===== config.mk =====
export PLATFORM = sky130hd
export DESIGN_NAME = score_keeper
export DESIGN_NICKNAME = d
export VERILOG_FILES = /design/src/rtl/score_keeper.sv
export SDC_FILE = /design/constraint.sdc
export NUM_CORES = 1
export LEC_CHECK = 0
export ABC_AREA = 0
export BUFFER_PORTS_ARGS = -buffer_cell sky130_fd_sc_hd__buf_2
export CAP_MARGIN = 20
export CORE_AREA = 4 4 89 91
export CTS_CLUSTER_SIZE = 10
export DETAILED_ROUTE_END_ITERATION = 6
export DIE_AREA = 0 0 93 95
export GPL_ROUTABILITY_DRIVEN = 0
export PLACE_DENSITY = 0.8
export SLEW_MARGIN = 0
export SYNTH_ARGS = -nofsm -noshare
export SYNTH_HDL_FRONTEND = slang
export SYNTH_SLANG_ARGS = --single-unit

===== constraint.sdc =====
create_clock -name clk -period 6.96 [get_ports clk]
set_clock_uncertainty 0.05 [all_clocks]
set_input_delay 1.044 -clock clk [delete_from_list [all_inputs] [get_ports clk]]
set_output_delay 1.044 -clock clk [all_outputs]
set_load 0.02 [all_outputs]

===== src/rtl/score_keeper.sv =====
// ============================================================================
// score_keeper : gameplay score accumulator with saturation, high score and
//                one-shot extra-life pulse for the on-screen text renderer.
// Revision     : 1.0 - initial release
// ============================================================================
`default_nettype none

package score_keeper_pkg;
  typedef enum logic [2:0] {
    GAME_MODE_LOADING    = 3'd0,
    GAME_MODE_READY      = 3'd1,
    GAME_MODE_PLAYING    = 3'd2,
    GAME_MODE_DYING      = 3'd3,
    GAME_MODE_LEVEL_DONE = 3'd4,
    GAME_MODE_GAME_OVER  = 3'd5
  } game_mode_t;
endpackage

module score_keeper
  import score_keeper_pkg::*;
#(
  parameter int SCORE_MAX      = 9999,
  parameter int PELLET_PTS     = 10,
  parameter int POWER_PTS      = 50,
  parameter int GHOST_BASE_PTS = 200,
  parameter int EXTRA_LIFE_AT  = 5000
) (
  input  logic        clk,
  input  logic        rst_n,
  input  game_mode_t  MODE,
  input  logic        new_game,
  input  logic        ate_pellet,
  input  logic        ate_power,
  input  logic        ate_ghost,
  input  logic        power_end,
  input  logic        ate_fruit,
  input  logic [11:0] fruit_pts,
  output logic [15:0] score,
  output logic [15:0] high_score,
  output logic [1:0]  ghost_chain,
  output logic        extra_life
);

  localparam logic [16:0] SCORE_MAX_W  = 17'(SCORE_MAX);
  localparam logic [16:0] PELLET_W     = 17'(PELLET_PTS);
  localparam logic [16:0] POWER_W      = 17'(POWER_PTS);
  localparam logic [16:0] GHOST_BASE_W = 17'(GHOST_BASE_PTS);
  localparam logic [15:0] EXTRA_LIFE_W = 16'(EXTRA_LIFE_AT);

  logic [15:0] score_q, score_d;
  logic [15:0] high_q, high_d;
  logic [1:0]  chain_q, chain_d;
  logic        life_awarded_q, life_awarded_d;
  logic        extra_life_q, extra_life_d;

  logic        accept;
  logic [16:0] inc;
  logic [16:0] sum;

  always_comb begin
    accept = (MODE != GAME_MODE_LOADING) && (MODE != GAME_MODE_READY);

    inc = '0;
    if (accept) begin
      if (ate_pellet) inc = inc + PELLET_W;
      if (ate_power)  inc = inc + POWER_W;
      // Ghost value uses the chain before any same-cycle clear.
      if (ate_ghost)  inc = inc + (GHOST_BASE_W << chain_q);
      if (ate_fruit)  inc = inc + {5'd0, fruit_pts};
    end

    sum     = {1'b0, score_q} + inc;
    score_d = (sum > SCORE_MAX_W) ? SCORE_MAX_W[15:0] : sum[15:0];

    chain_d = chain_q;
    if (accept) begin
      if (ate_power || power_end) begin
        chain_d = 2'd0;
      end else if (ate_ghost && (chain_q != 2'd3)) begin
        chain_d = chain_q + 2'd1;
      end
    end

    extra_life_d   = 1'b0;
    life_awarded_d = life_awarded_q;
    if (!life_awarded_q && (score_d >= EXTRA_LIFE_W)) begin
      extra_life_d   = 1'b1;
      life_awarded_d = 1'b1;
    end

    // Session high score trails score by one register stage.
    high_d = (score_q > high_q) ? score_q : high_q;

    if (new_game) begin
      score_d        = '0;
      chain_d        = '0;
      life_awarded_d = 1'b0;
      extra_life_d   = 1'b0;
    end
  end

  always_ff @(posedge clk or negedge rst_n) begin
    if (!rst_n) begin
      score_q        <= '0;
      high_q         <= '0;
      chain_q        <= '0;
      life_awarded_q <= 1'b0;
      extra_life_q   <= 1'b0;
    end else begin
      score_q        <= score_d;
      high_q         <= high_d;
      chain_q        <= chain_d;
      life_awarded_q <= life_awarded_d;
      extra_life_q   <= extra_life_d;
    end
  end

  assign score       = score_q;
  assign high_score  = high_q;
  assign ghost_chain = chain_q;
  assign extra_life  = extra_life_q;

endmodule

`default_nettype wire


# After elaboration in Yosys (flattened, before gate mapping)
# Cells that the tools add are included.
[totals]
register_bits = 36
latch_bits = 0
ramBits = 0
romBits = 0
inputBits = 23
out_inout_bits = 35
word_cells = 44
memories = 0
[op_classes]
n_addsub = 5
multipliers = 0
n_div = 0
magnitude_cmp = 3
eq_ne = 2
shift = 1
muxes = 18
bitwise = 0
n_reduce_logical = 10
[ops]
columns = ["cell", "n"]
rows = [
  ["two-way mux 17 bit", 7],
  ["two-way mux 16 bit", 2],
  ["adder 16 x 17 -> 17 bit", 1],
  ["adder 17 x 12 -> 17 bit", 1],
  ["adder 17 bit", 1],
  ["adder 17 x 6 -> 17 bit (second input constant)", 1],
  ["> comparator 17 x 14 -> 1 bit (second input constant)", 1],
  ["<< shifter 8 x 2 -> 17 bit (first input constant)", 1],
  ["greater-or-equal comparator 16 x 13 -> 1 bit (second input constant)", 1],
  ["> comparator 16 bit", 1],
  ["two-way mux 2 bit", 4],
  ["nonzero test 3 bit", 2],
  ["two-way mux 1 bit", 4],
  ["two-way mux 4 bit", 1],
  ["nonzero test 2 bit", 2],
  ["logical AND 1 bit", 3],
  ["!= test 3 x 1 -> 1 bit (second input constant)", 1],
  ["adder 2 x 1 -> 2 bit (second input constant)", 1],
  ["!= test 2 bit (second input constant)", 1],
  ["AND reduction 2 bit", 1],
  ["zero test 1 bit", 1],
  ["logical OR 1 bit", 1],
]

# Depth between registers and ports, before layout
# Gate-level depths: netlist of run 1.
[logic_depth]
word_depth = 19
ltp_mapped = 26
mapped_depth_nobuf = 26

# Worst setup path before layout of run 1
# OpenSTA, ideal clock, no wires.
[synth_timing]
path_kind = "input to register"
startpoint = "input port ate_pellet"
endpoint = "register score_q[4], in the netlist score[4]"
t_arrival_ps = 5495
required_time_ps = 6789
slack_ps = 1294
path_stages = 21
n_path_buf = 0
cell_sequence = "ha_1 > inv_1 > fa_1 > a21oi_1 > ha_1 > o21ai_0 > o21bai_1 > a21o_1 > maj3_1 > o21ai_0 > xor2_1 > or3_1 > a21oi_1 > ha_1 > and3_1 > a311o_2 > xnor2_1 > a311oi_1 > a21boi_1 > a311oi_4 > and4bb_1"
[synth_between]
elab_chain_cells = 15
[synth_lines]
columns = ["element", "line_no", "source"]
rows = [
  ["start: declaration", "32", "input logic ate_pellet,"],
  ["two-way mux 4 bit *", "65", "if (ate_pellet) inc = inc + PELLET_W;"],
  ["two-way mux 17 bit *", "64", "if (accept) begin"],
  ["adder 17 x 6 -> 17 bit", "66", "if (ate_power) inc = inc + POWER_W;"],
  ["two-way mux 17 bit *", "66", ""],
  ["two-way mux 17 bit *", "64", ""],
  ["adder 17 bit", "68", "if (ate_ghost) inc = inc + (GHOST_BASE_W << chain_q);"],
  ["two-way mux 17 bit *", "68", ""],
  ["two-way mux 17 bit *", "64", ""],
  ["adder 17 x 12 -> 17 bit", "69", "if (ate_fruit) inc = inc + {5'd0, fruit_pts};"],
  ["two-way mux 17 bit *", "69", ""],
  ["two-way mux 17 bit *", "64", ""],
  ["adder 16 x 17 -> 17 bit *", "72", "sum = {1'b0, score_q} + inc;"],
  ["> comparator 17 x 14 -> 1 bit", "73", "score_d = (sum > SCORE_MAX_W) ? SCORE_MAX_W[15:0] : sum[15:0];"],
  ["two-way mux 16 bit *", "73", ""],
  ["two-way mux 16 bit *", "94", "if (new_game) begin"],
  ["net score_d[4]", "50", "logic [15:0] score_q, score_d;"],
  ["end signal: assignment", "110", "score_q <= score_d;"],
  ["end: declaration", "50", ""],
]
# Mark *: on every way through the listed nets, which the timed path passes. The rest lies on a longest branch. The select of a mux whose other input is x is not followed.
# A chain may end at the register's enable or synchronous reset.

# Worst setup path after layout of run 1
[layout_timing]
startpoint = "register chain_q[1], in the netlist ghost_chain[1]"
endpoint = "register score_q[6], in the netlist score[6]"
[layout_between]
elab_chain_cells = 11
[layout_lines]
columns = ["element", "line_no", "source"]
rows = [
  ["start: declaration", "52", "logic [1:0] chain_q, chain_d;"],
  ["start signal: assignment", "112", "chain_q <= chain_d;"],
  ["<< shifter 8 x 2 -> 17 bit *", "68", ""],
  ["adder 17 bit *", "68", ""],
  ["two-way mux 17 bit *", "68", ""],
  ["two-way mux 17 bit *", "64", ""],
  ["adder 17 x 12 -> 17 bit", "69", ""],
  ["two-way mux 17 bit *", "69", ""],
  ["two-way mux 17 bit *", "64", ""],
  ["adder 16 x 17 -> 17 bit *", "72", ""],
  ["> comparator 17 x 14 -> 1 bit", "73", ""],
  ["two-way mux 16 bit *", "73", ""],
  ["two-way mux 16 bit *", "94", ""],
  ["net score_d[6]", "50", ""],
]
# Marks and branches as above.

==> impl_metrics.csv, run 1 <==
group,metric,value,unit
yosys,netlist_top_cells_count,"ha_1 (46), dfrtp_1 (36), a21oi_1 (34), inv_1 (34), nor2_1 (28)",
worst_hold_path,min-delay-start,"life_awarded_q",
clock_network,clock_latency,0.28,ns
worst_setup_path,critPathMaxStageDelay,0.51,ns
final_layout,syn_to_final_growth,12.99,%
clock_network,cts.sinks,36,
yosys,yosys.area_share.simple,15.99,%
worst_setup_path,cpMostUsedCell,"ha_1",
sta,tightest_slew,0.7994,ns
placement,io_buffers,56,
detailed_routing,drt-initial-drc-count,173,
detailed_routing,viasPerCell,5.644,
yosys,synth_top_area_share,25.70,%
sta,fmax,163.8,MHz
clock_network,ctsHoldBuffers,0,
clock_network,clk_pin_slew,0.07,ns
sta,period_needed,6.104,ns
power_and_ir_drop,p_sw,0.4104,mW
floorplan,placement_rows,31,
grt,grt_use_total,19.45,%
floorplan,die-width,93,um
final_layout,drive_above_1_share,21.16,%
placement,dp_hpwl,6.581,mm
floorplan,die_h,95,um
outcome,outcome,"finished, final reports clean",
power_and_ir_drop,combPwrFrac,55.1,%
floorplan,io_pins,58,
job,drv_cap,0,
final_layout,regArea,900.9,um2
yosys,synth-edff-count,0,
worst_setup_path,crit_path_top_delay_cell,"dfrtp_1",
worst_setup_path,r2r-start,"ghost_chain[1]",
clock_network,root_buffer,"clkbuf_8",
yosys,yosysWarnings,0,
yosys,synthMuxAreaShare,7.173,%
sta,rsz0062_at_grt,"no",
power_and_ir_drop,p_int,0.5796,mW
power_and_ir_drop,clock_power_share,15.4,%
clock_network,cts_tree,"built",
grt,first_global_vias,3067,
worst_setup_path,cp_max_fo,8,
yosys,ys_seq_area_share,25.70,%
worst_setup_path,critical_path_arrival,6.26,ns
clock_network,cts_max_path_buffers,2,
yosys,synth_compound_area_share,22.70,%
detailed_routing,drtAntennaViolNets,0,
final_layout,diodes,0,
worst_setup_path,r2r_cells,23,
grt,grt_pass1_wl,14.07,mm
yosys,synth_top_family_by_area,"compound AO/OA/AOI/OAI gates",
power_and_ir_drop,netSwitchingFraction,41.46,%
yosys,syn_area,3506,um2
sta,max_slew_margin,46.71,%
worst_setup_path,crit_chain,"inv_1, ha_1, ha_1, inv_1, fa_1, a21oi_1, ha_1, o21ai_0, o21bai_1, a21o_1, maj3_1, o21ai_0, xor2_1, or3_1, a21oi_1, ha_1, and3_1, a311o_2, a31oi_4, xnor2_1, o21a_1, a311oi_4, nor3b_2",
detailed_routing,drt_pre_antenna_iters,4,
final_layout,nets,520,
clock_network,htree_levels,2,
detailed_routing,drt-total-wl,8.098,mm
clock_network,post_cts_resized,0,
sta,finalSetupViolCount,0,
worst_setup_path,worstSetupStartpointType,"flip-flop",
power_and_ir_drop,power.total,0.9900,mW
power_and_ir_drop,seqPwrFrac,29.5,%
floorplan,die_area,8835,um2
worst_setup_path,setup.reg_to_reg.worst_slack,0.86,ns
power_and_ir_drop,power_density,249.9,nW/um2
grt,grt_max_degree,37,
yosys,ys_ff_latch,36,
grt,grt_overflow,0,
power_and_ir_drop,p_leak,1.910,nW
detailed_routing,wl_per_cell,14.78,um
yosys,synth.most_common_cell,"ha_1",
yosys,synth_area_leaders,"dfrtp_1 (26%), ha_1 (16%), mux2_2 (5.5%)",
clock_network,post_cts_buffers,0,
yosys,avgSynthCellArea,8.944,um2
yosys,yosys.area.top_type,"dfrtp_1",
detailed_routing,route.detailed.drc,0,
sta,finalMaxSlewViolations,0,
final_layout,multiInputGateArea,2427,um2
yosys,yosys_most_used_dff,"dfrtp_1",
worst_setup_path,crit_path_end_kind,"flip-flop",
yosys,synth_fa_ha_area_share,18.42,%
yosys,synthCells,392,
yosys,synthArstFlopShare,100.0,%
sta,hold_violations,0,
worst_hold_path,holdPathStages,1,
power_and_ir_drop,vdd_drop_max,0.0001506,V
detailed_routing,vias,3093,
worst_setup_path,timing.rr.end,"score[6]",
worst_setup_path,worst-setup-path-type,"reg2reg",
sta,layout_worst_path_cycle_share,87.71,%
worst_setup_path,startpoint,"ghost_chain[1]",
yosys,synth_xor_area_share,4.747,%
final_layout,fill_cells,690,
floorplan,start_util,49.12,%
floorplan,fp.coreArea,7137,um2
clock_network,cts_buffers,5,
yosys,synth_cell_types,61,
worst_hold_path,hp-class,"reg2reg",
sta,fin_setup_tns,0,ns
worst_hold_path,whs_endpoint,"extra_life",
worst_setup_path,cp.required,7.12,ns
grt,antenna_found_initial,0,
-- kinds of logic (layout without fill, tap and decap cells) --
group,Yosys count,in the layout
AOI/OAI and AO/OA,113,113
and+or+nand+nor,106,106
adders and majority gates,50,50
buffers and inverters,44,100
DFF,36,36
muxes,23,23
xor gates and xnor gates,19,19
other,1,2
-- metal layers --
metal,global-route usage (%),vias up,part of all wire (%)
met3,3.904,18,3.8
met1,24.26,1478,44
li1,-,1534,-
met5,0,-,0
met2,33.89,63,50
met4,5.983,0,2.0
-- critical path, delay by kind of cell (launching register included) --
kind / cells / cell delay, ns
simple gates: 3 / 0.79
flops: 1 / 0.51
buf+inv: 2 / 0.22
compound gates: 10 / 2.37
xor+xnor: 2 / 0.22
fa+ha+maj: 6 / 1.88
-- per-stage QoR --
stage | hold slack, ns | area [um2] | setup WS [ns] | instances | util [%]
2_1_floorplan | 0.3551 | 3510 | 1.294 | 393 | -
3_3_place_gp | 0.3718 | 3871 | 0.8060 | 540 | 54.24
3_5_place_dp | 0.3716 | 3871 | 0.6384 | 540 | 54.24
4_1_cts | 0.3868 | 3961 | 0.9020 | 548 | 55.50
5_1_grt | 0.4026 | 3961 | 0.4067 | 548 | 55.50
6_report | 0.3822 | 3961 | 0.8557 | 548 | 55.50
-- registers in the layout, summed over array words and instances (netlist names) --
register / count
score: 16
extra_life: 1
ghost_chain: 2
life_awarded_q: 1
high_score: 16
-- worst max path at each step --
| stage | to |
|---|---|
| finish | score[6] |
| global route | score[6] |
| CTS | score[6] |
| detailed placement | score[6] |
| global placement | score[4] |
| floorplan | score[4] |
-- power by group through the flow --
stage	sequential, mW	clock, mW	combinational [mW]
floorplan	0.345	0	0.358
global placement	0.293	0	0.526
detailed placement	0.296	0	0.545
CTS	0.293	0.155	0.548
global route	0.300	0.166	0.607
finish	0.292	0.152	0.546
-- cell usage in the layout (no fill, tap or decap), types with 3 or more instances in the layout --
cell and n:
nand2b_1 5, dfrtp_1 36, and3_1 4, a21o_1 11, inv_1 34, nand4_1 8
nor2b_1 6, nor3b_2 3, o211ai_1 4, buf_2 56, nor2_1 28, nand3_1 5
mux2i_1 6, clkbuf_8 6, o21a_1 5, xnor2_1 12, mux2_2 17, nand3b_1 3
and2_1 5, o22ai_1 5, nor3_1 5, ha_1 46, xor2_1 7, fa_1 3
a21oi_1 34, o21ai_0 18, nand2_1 24, a211oi_1 8
-- area by class of cell --
type / instances / area share [%]
Sequential cell: 36 / 22.74
Tap cell: 99 / 3.127
Inverter: 35 / 3.316
Timing Repair Buffer: 57 / 7.265
Clock buffer: 8 / 2.274
Multi-Input combinational cell: 313 / 61.28
No activity file was read; power rests on OpenSTA's default activity.
==> run 2, diff against run 1 <==
- ABC_AREA: 0 -> default
- REMOVE_ABC_BUFFERS: default -> 1
==> run 2 against run 1 <==
  * First-iteration DRC count down 27%
  * Clock power grew 20%
  * Sequential power about the same
  * Final cell count is the same
  * Die area stayed put
  * Critical path depth down 1
  * Sequential share of layout area is 0.10 points lower
  * Worst setup slack improved by 0.13 ns
  * Total power increased by 3.7%
  * Clock-buffer cell count fell by 2
  * Via count decreased by 0.26%
  * Critical endpoint is now score[4]
==> impl_metrics.csv, run 2 (same netlist as run 1, synthesis figures left out) <==
group,metric,value,unit
detailed_routing,drt_pre_antenna_iters,4,
floorplan,placement_rows,31,
power_and_ir_drop,power.total,1.026,mW
floorplan,io_pins,58,
sta,max_slew_margin,44.29,%
worst_setup_path,crit_path_end_kind,"flip-flop",
worst_setup_path,worst-setup-path-type,"in2reg",
final_layout,final_cell_mix,"buf_2 (56), ha_1 (46), dfrtp_1 (36), a21oi_1 (34), inv_1 (34)",
worst_setup_path,critPathMaxStageDelay,0.42,ns
placement,dp_hpwl,6.418,mm
sta,period_needed,5.973,ns
worst_setup_path,cp_max_fo,8,
sta,rsz0062_at_grt,"no",
clock_network,cts_buffers,5,
worst_setup_path,cpMostUsedCell,"ha_1",
clock_network,cts.sinks,36,
sta,fmax,167.4,MHz
final_layout,fin_util,55.75,%
grt,grt_overflow,0,
worst_setup_path,startpoint,"ate_pellet",
clock_network,clock_latency,0.29,ns
worst_setup_path,cp.required,7.10,ns
clock_network,clk_pin_slew,0.07,ns
outcome,outcome,"finished, final reports clean",
worst_setup_path,critical_path_arrival,6.11,ns
clock_network,post_cts_buffers,0,
worst_hold_path,min-delay-start,"life_awarded_q",
final_layout,syn_to_final_growth,13.49,%
sta,finalSetupViolCount,0,
power_and_ir_drop,power_density,257.9,nW/um2
worst_setup_path,crit_chain,"buf_2, ha_1, inv_1, fa_1, a21oi_1, ha_1, o21ai_0, o21bai_1, a21o_1, maj3_1, o21ai_0, xor2_1, or3_1, a21oi_1, ha_1, and3_1, a311o_2, xnor2_1, a311oi_1, a21boi_1, a311oi_4, and4bb_1",
worst_setup_path,worst_path_dominant_cell_family,"compound AO/OA/AOI/OAI gates",
worst_setup_path,crit_path_top_delay_cell,"a311o_2",
placement,io_buffers,56,
worst_setup_path,worstSetupStartpointType,"primary input",
floorplan,die_area,8835,um2
clock_network,cts_max_path_buffers,2,
job,drv_cap,0,
clock_network,ctsHoldBuffers,0,
sta,layout_worst_path_cycle_share,85.81,%
detailed_routing,wl_per_cell,14.76,um
grt,first_global_vias,2995,
sta,finalMaxSlewViolations,0,
grt,grt_pass1_wl,13.50,mm
final_layout,nets,520,
grt,antenna_found_initial,0,
grt,grt_max_degree,37,
power_and_ir_drop,vdd_drop_max,0.0001476,V
detailed_routing,drt-initial-drc-count,127,
worst_hold_path,hp-class,"reg2reg",
detailed_routing,route.detailed.drc,0,
worst_setup_path,r2r-start,"ghost_chain[1]",
clock_network,root_buffer,"clkbuf_8",
floorplan,start_util,49.12,%
detailed_routing,drtAntennaViolNets,0,
clock_network,cts_tree,"built",
floorplan,die_h,95,um
detailed_routing,viasPerCell,5.630,
detailed_routing,drt-total-wl,8.089,mm
grt,grt_use_total,18.75,%
floorplan,fp.coreArea,7137,um2
floorplan,die-width,93,um
sta,hold_violations,0,
placement,dp.cells,540,
clock_network,post_cts_resized,0,
final_layout,instances_no_fill,548,
sta,tightest_slew,0.8356,ns
power_and_ir_drop,p_leak,1.920,nW
detailed_routing,vias,3085,
final_layout,final_common_cell,"buf_2",
worst_setup_path,critPathBufInv,2,
final_layout,drive_above_1_share,21.38,%
final_layout,diodes,0,
sta,fin_setup_tns,0,ns
clock_network,htree_levels,2,
[run 2: metal layers]
metal / vias to the layer above / part of all wire (%) / global-route usage, %
li1: 1528 / - / -
met1: 1474 / 45 / 23.29
met2: 68 / 49 / 33.23
met3: 15 / 4.1 / 3.028
met4: 0 / 1.9 / 5.983
met5: - / 0 / 0
[run 2: power by group]
part           internal [mW]  switching (mW)  leakage (nW)
combinational          0.243           0.309          1.41
sequential             0.255          0.0358         0.456
clock                  0.106          0.0769        0.0552
total                  0.605           0.421          1.92
[run 2: stage by stage]
stage / hold WS, ns / setup WS, ns / cell area, um2
2_1_floorplan: 0.3541 / 1.294 / 3460
3_3_place_gp: 0.3674 / 0.8184 / 3871
3_5_place_dp: 0.3909 / 0.6978 / 3871
4_1_cts: 0.4001 / 0.9810 / 3979
5_1_grt: 0.4365 / 0.4855 / 3979
6_report: 0.3916 / 0.9874 / 3979
[run 2: cell type report]
type                            instances  area (um2)
Inverter                               35       131.4
Multi-Input combinational cell        313        2427
Tap cell                               99       123.9
Fill cell                             669        3158
Clock buffer                            6       72.57
Clock inverter                          2       35.03
Timing Repair Buffer                   57       287.8
Sequential cell                        36       900.9
[run 2: path summary, 6_finish.rpt]
check	endpoint	slack, ns	cells after the start
min in group asynchronous	high_score[1]	0.79	1
min	extra_life	0.39	1
max	score[4]	0.99	22
max in group asynchronous	high_score[13]	5.53	1
min reg2reg	extra_life	0.39	1
max reg2reg	score[4]	0.99	23
